**src/rtl/ber_window_monitor.sv**
```systemverilog
// ber_window_monitor
// Counts bit errors (popcount of the received-XOR-expected vector) over a
// window of accepted words. At the end of each window it presents one result
// record on a valid/ready handshake. Single-shot and continuous windows are
// supported.
//
// Ports:
//   clock       system clock, rising edge
//   reset       asynchronous active-low reset
//   start       pulse: begin a measurement from IDLE
//   stop        pulse: end the current window early (final word included)
//   cont        continuous mode, sampled when a result is consumed
//   err_valid   err_word is valid this cycle
//   err_word    error vector, one bit per bit error
//   res_valid   result record available
//   res_ready   consumer accepts the result when res_valid=1
//   res_errors  saturating bit-error count of the window
//   res_words   number of words accepted in the window
//   res_alarm   res_errors >= THRESH
//   res_sat     accumulator saturated during the window
//   busy        high in MEASURE or REPORT
//   overrun     sticky: err_valid dropped while in REPORT
module ber_window_monitor #(
    parameter int DATA_W    = 8,
    parameter int WIN_WORDS = 1024,
    parameter int ERR_W     = 16,
    parameter int THRESH    = 16
) (
    input  logic              clock,
    input  logic              reset,
    input  logic              start,
    input  logic              stop,
    input  logic              cont,
    input  logic              err_valid,
    input  logic [DATA_W-1:0] err_word,
    output logic              res_valid,
    input  logic              res_ready,
    output logic [ERR_W-1:0]  res_errors,
    output logic [31:0]       res_words,
    output logic              res_alarm,
    output logic              res_sat,
    output logic              busy,
    output logic              overrun
);

    localparam int PC_W = $clog2(DATA_W + 1);

    typedef enum logic [1:0] {
        ST_IDLE    = 2'd0,
        ST_MEASURE = 2'd1,
        ST_REPORT  = 2'd2
    } state_t;

    // Number of set bits in an error vector.
    function automatic logic [PC_W-1:0] popcount(input logic [DATA_W-1:0] vec);
        logic [PC_W-1:0] cnt;
        cnt = {PC_W{1'b0}};
        for (int i = 0; i < DATA_W; i++) begin
            cnt = cnt + PC_W'(vec[i]);
        end
        return cnt;
    endfunction

    state_t             r_state;
    state_t             w_state_next;
    logic [ERR_W-1:0]   r_acc_err;
    logic [31:0]        r_acc_words;
    logic               r_acc_sat;
    logic               r_res_valid;
    logic [ERR_W-1:0]   r_res_errors;
    logic [31:0]        r_res_words;
    logic               r_res_alarm;
    logic               r_res_sat;
    logic               r_busy;
    logic               r_overrun;

    logic [PC_W-1:0]    w_pop;
    logic [ERR_W:0]     w_sum;
    logic [ERR_W-1:0]   w_err_cand;
    logic [31:0]        w_words_cand;
    logic               w_sat_cand;
    logic               w_end;
    logic               w_acc_clear;
    logic               w_acc_load;
    logic               w_res_load;
    logic               w_res_valid_next;
    logic               w_ov_set;
    logic               w_ov_clr;

    // One extra bit on the sum exposes the carry that signals saturation.
    assign w_pop        = popcount(err_word);
    assign w_sum        = {1'b0, r_acc_err} + (ERR_W + 1)'(w_pop);
    assign w_err_cand   = !err_valid ? r_acc_err :
                          (w_sum[ERR_W] ? {ERR_W{1'b1}} : w_sum[ERR_W-1:0]);
    assign w_sat_cand   = r_acc_sat | (err_valid & w_sum[ERR_W]);
    assign w_words_cand = err_valid ? (r_acc_words + 32'd1) : r_acc_words;
    // A stop with a simultaneous word still ends the window with that word counted.
    assign w_end        = (err_valid && (w_words_cand == 32'(WIN_WORDS))) || stop;

    // FSM state register.
    always_ff @(posedge clock or negedge reset) begin
        if (!reset) begin
            r_state <= ST_IDLE;
        end else begin
            r_state <= w_state_next;
        end
    end

    // Next-state and datapath control decode.
    always_comb begin
        w_state_next     = r_state;
        w_acc_clear      = 1'b0;
        w_acc_load       = 1'b0;
        w_res_load       = 1'b0;
        w_res_valid_next = r_res_valid;
        w_ov_set         = 1'b0;
        w_ov_clr         = 1'b0;
        case (r_state)
            ST_IDLE: begin
                if (start) begin
                    w_state_next = ST_MEASURE;
                    w_acc_clear  = 1'b1;
                    w_ov_clr     = 1'b1;
                end else begin
                    w_state_next = ST_IDLE;
                end
            end
            ST_MEASURE: begin
                w_acc_load = err_valid;
                if (w_end) begin
                    w_state_next     = ST_REPORT;
                    w_res_load       = 1'b1;
                    w_res_valid_next = 1'b1;
                end else begin
                    w_state_next = ST_MEASURE;
                end
            end
            ST_REPORT: begin
                w_ov_set = err_valid;
                if (r_res_valid && res_ready) begin
                    w_res_valid_next = 1'b0;
                    if (cont) begin
                        w_state_next = ST_MEASURE;
                        w_acc_clear  = 1'b1;
                    end else begin
                        w_state_next = ST_IDLE;
                    end
                end else begin
                    w_state_next = ST_REPORT;
                end
            end
            default: begin
                w_state_next     = ST_IDLE;
                w_res_valid_next = 1'b0;
            end
        endcase
    end

    // Accumulators, result record, status flags.
    always_ff @(posedge clock or negedge reset) begin
        if (!reset) begin
            r_acc_err    <= {ERR_W{1'b0}};
            r_acc_words  <= 32'd0;
            r_acc_sat    <= 1'b0;
            r_res_valid  <= 1'b0;
            r_res_errors <= {ERR_W{1'b0}};
            r_res_words  <= 32'd0;
            r_res_alarm  <= 1'b0;
            r_res_sat    <= 1'b0;
            r_busy       <= 1'b0;
            r_overrun    <= 1'b0;
        end else begin
            if (w_acc_clear) begin
                r_acc_err   <= {ERR_W{1'b0}};
                r_acc_words <= 32'd0;
                r_acc_sat   <= 1'b0;
            end else if (w_acc_load) begin
                r_acc_err   <= w_err_cand;
                r_acc_words <= w_words_cand;
                r_acc_sat   <= w_sat_cand;
            end else begin
                r_acc_err   <= r_acc_err;
                r_acc_words <= r_acc_words;
                r_acc_sat   <= r_acc_sat;
            end
            // Alarm and sat are captured with the count, never live.
            if (w_res_load) begin
                r_res_errors <= w_err_cand;
                r_res_words  <= w_words_cand;
                r_res_alarm  <= (w_err_cand >= ERR_W'(THRESH));
                r_res_sat    <= w_sat_cand;
            end else begin
                r_res_errors <= r_res_errors;
                r_res_words  <= r_res_words;
                r_res_alarm  <= r_res_alarm;
                r_res_sat    <= r_res_sat;
            end
            r_res_valid <= w_res_valid_next;
            r_busy      <= (w_state_next != ST_IDLE);
            if (w_ov_clr) begin
                r_overrun <= 1'b0;
            end else if (w_ov_set) begin
                r_overrun <= 1'b1;
            end else begin
                r_overrun <= r_overrun;
            end
        end
    end

    assign res_valid  = r_res_valid;
    assign res_errors = r_res_errors;
    assign res_words  = r_res_words;
    assign res_alarm  = r_res_alarm;
    assign res_sat    = r_res_sat;
    assign busy       = r_busy;
    assign overrun    = r_overrun;

endmodule

```
**config.mk**
```make
export PLATFORM = sky130hd
export DESIGN_NAME = ber_window_monitor
export DESIGN_NICKNAME = d
export VERILOG_FILES = /design/src/rtl/ber_window_monitor.sv
export SDC_FILE = /design/constraint.sdc
export NUM_CORES = 1
export LEC_CHECK = 0
export CORE_MARGIN = 3
export CORE_UTILIZATION = 40
export CTS_CLUSTER_SIZE = 20
export DETAILED_ROUTE_END_ITERATION = 16
export DONT_BUFFER_PORTS = 1
export GPL_TIMING_DRIVEN = 0
export MAX_ROUTING_LAYER = met4
export SYNTH_ARGS = -nofsm -noshare
export SYNTH_HDL_FRONTEND = slang
export SYNTH_SLANG_ARGS = --single-unit
```
**constraint.sdc**
```tcl
create_clock -name clock -period 3.7 [get_ports clock]
set_clock_uncertainty 0.05 [all_clocks]
set_input_delay 0.185 -clock clock [delete_from_list [all_inputs] [get_ports clock]]
set_output_delay 0.185 -clock clock [all_outputs]
set_load 0.02 [all_outputs]
```
==> run_results.csv <==
group,metric,value,unit
yosys,synth_top_area_share,42.8,%
sta,finalHoldViolations,0,
sta,setup_slack,-0.354,ns
floorplanning,die_h,129,um
sta,worst_pin_slew,0.856,ns
critical_path,crit_type,"register to register",
yosys,synth_area_leaders,"dfrtp_1, mux2_4, o21ai_0",
critical_path,worst_path_max_delay_cell,"fa_1",
final_layout,layout-drive-gt1-share,18.4,%
yosys,synth_edf_count,0,
sta,period_needed,4.05,ns
sta,tns,-0.681,ns
placed_design,gp_congestion,0.891,
routing,wl_per_cell,18.7,um
clock_tree,clock_latency,0.35,ns
critical_path,startpoint_type,"register",
global_routing,grt_pass1_wl,25.7,mm
floorplanning,rows,44,
yosys,synth_ff_type,"dfrtp_1",
routing,remaining_drc_errors,0,
yosys,synthesis.area,6090,um^2
routing,viasPerCell,5.54,
placed_design,portBuffers,0,
sta,rsz0062_at_grt,"true",
floorplanning,dieArea,16700,um^2
clock_tree,cts_max_path_buffers,2,
yosys,synth_top_area_cell,"dfrtp_1",
global_routing,grt-ovfl-total,0,
final_layout,layout.nets,679,
clock_tree,cts.sinks,104,
clock_tree,htreeDepth,3,
yosys,synth.avg_cell_area,9.71,um^2
clock_tree,cts_buffers,9,
routing,firstDrtPassIters,5,
sta,fmax,247,MHz
clock_tree,cts_root_buf,"clkbuf_16",
routing,ant_nets,0,
yosys,async_flop_share,100,%
routing,drt-initial-drc-count,316,
global_routing,grt_start_max_net_pins,105,
critical_path,critPathTopFamily,"adder cells",
run,maxCapViolCount,0,
pwr,peakVddDrop,0.341,mV
yosys,yosysSeqAreaShare,42.8,%
final_layout,fin_cells,840,
critical_path,critPathArrivalTime,4.24,ns
yosys,netlist_instances,627,
sta,slew_headroom,42.9,%
final_layout,area_growth,13.2,%
final_layout,regArea,2600,um^2
sta,drv_slew,0,
pwr,p_leak,3.27,nW
final_layout,multi_input_area,3250,um^2
routing,vias,4652,
critical_path,crit_path_cell_trace,"inv_2 > fa_1 > fa_1 > fa_2 > inv_2 > fa_2 > a21o_1 > a21oi_4 > nor2_4 > and3_4 > xor2_2 > nor4b_2 > or4b_4 > o31a_1",
critical_path,critPathRequiredTime,3.89,ns
sta,finalSetupViolCount,6,
floorplanning,start_util,41.4,%
outcome,violations,"negative setup slack",
final_layout,antenna_cells,0,
pwr,power.total,3.47,mW
clock_tree,cts_tree,"done",
yosys,synth-seq-cells,104,
floorplanning,die_x,129,um
floorplanning,core_area,14700,um^2
outcome,status,"finished with violations",
min_path,hp-class,"input pin to register",
floorplanning,io_pins,68,
yosys,syn_nets,654,
yosys,synth_common_cells,"dfrtp_1, nand2_1, o21ai_0",
routing,wirelength,15.7,mm
critical_path,worst-path-buf-inv,2,
clock_tree,clkTransAtPathRegs,0.07,ns
global_routing,antenna_found_initial,0,
critical_path,crit_path_end_kind,"register",
yosys,ys_types,57,
yosys,ys_warn_count,0,
placed_design,place_hpwl,11.1,mm
critical_path,max_stage_delay,0.55,ns
yosys,synth.most_common_cell,"dfrtp_1",
global_routing,grt_pass1_vias,4635,
critical_path,crit_fanout,4,
sta,finalCritPeriodShare,110,%
final_layout,nFillCells,1415,
sta,hold_slack,0.174,ns
pwr,cellPowerDensity,504,nW/um^2
placed_design,dp.cells,811,
global_routing,grt_usage,20.4,%
worst min-delay path: cells and delay by family:
kind	cells	cell delay [ns]
adder cells (fa/ha/maj)	1	0.22
AO/OA/AOI/OAI	1	0.07
buffers and inverters	1	0.06
where the power goes:
part | internal [mW] | switching [mW]
logic | 0.423 | 0.699
clock network | 0.526 | 0.417
registers | 1.24 | 0.166
worst paths after layout:
check | start | end | slack (ns) | cells after the start
hold reg to reg | r_acc_sat$_DFFE_PN0P_ | r_acc_sat$_DFFE_PN0P_ | 0.49 | 2
max in group asynchronous | reset | r_acc_words[31]$_DFFE_PN0P_ | 2.78 | 2
setup reg to reg | r_acc_err[0]$_DFFE_PN0P_ | res_alarm$_DFFE_PN0P_ | -0.35 | 14
hold / removal | err_word[4] | r_acc_err[0]$_DFFE_PN0P_ | 0.17 | 3
min in group asynchronous | reset | r_acc_err[4]$_DFFE_PN0P_ | 0.35 | 2
setup / recovery | r_acc_err[0]$_DFFE_PN0P_ | res_alarm$_DFFE_PN0P_ | -0.35 | 14
placed cells by master (no fill, tap or decap), types with 4 or more instances in the layout:
cell | synthesis | final
inv_1 | 42 | 40
xnor2_1 | 21 | 21
a31oi_1 | 8 | 8
nor4_4 | 3 | 5
nor3_1 | 7 | 6
a21oi_1 | 13 | 11
clkbuf_8 | 0 | 4
clkbuf_1 | 19 | 17
o31ai_1 | 7 | 7
xor2_1 | 27 | 25
buf_4 | 8 | 19
mux2_4 | 23 | 23
mux2i_1 | 27 | 26
clkbuf_16 | 0 | 9
buf_2 | 9 | 9
dfrtp_1 | 104 | 104
dlygate4sd3_1 | 0 | 4
nand2_1 | 62 | 62
nand3_1 | 43 | 42
and3_1 | 10 | 9
o21ai_0 | 56 | 56
ha_1 | 7 | 7
nor2_1 | 43 | 42
nand4_1 | 17 | 17
nor3_2 | 3 | 4
metal layers:
metal / up-vias / global-route usage, % / wire length, um
met5: - / - / 0
met1: 2280 / 28.7 / 7550
met3: 23 / 3.42 / 806
met4: 0 / 6.92 / 271
li1: 2227 / - / -
met2: 122 / 29.8 / 7050
cell families after synthesis:
| group | synth area share [%] |
|---|---|
| adders and majority gates | 3.08 |
| muxes | 10.7 |
| buffers and inverters | 6.17 |
| xor gates and xnor gates | 6.91 |
| and+or+nand+nor | 20.0 |
| AOI/OAI and AO/OA | 10.4 |
| DFF | 42.8 |
area by class of cell:
class	count	area share, %
Tap cell	184	3.34
Sequential cell	104	37.8
Buffer	39	3.05
Multi-Input combinational cell	440	47.1
Timing Repair Buffer	16	2.18
Inverter	42	2.29
Clock inverter	2	0.182
Clock buffer	13	4.07
state kept, by name (all words and copies together) (netlist names):
register / cells
res_words: 32
res_alarm: 1
r_state: 2
r_acc_err: 16
res_valid: 1
r_acc_sat: 1
res_errors: 16
r_acc_words: 32
busy: 1
res_sat: 1
overrun: 1
stage by stage:
stage	utilization, %	area [um^2]	worst slack (ns)
floorplan	-	6110	-0.507
global placement	43.2	6340	-0.853
detailed placement	43.2	6340	-0.946
CTS	46.1	6780	-0.459
global route	46.9	6890	-0.523
finish	46.9	6890	-0.354
timing repair:
item                                   in CTS  in global routing
setup buffers                               5                  6
hold buffers                                5                  0
endpoints found under the hold margin     108                  0
pin swaps                                  10                 10
setup endpoints to repair                  36                 64
gates resized for setup                     8                 11
Power figures use the tool's default switching activity.
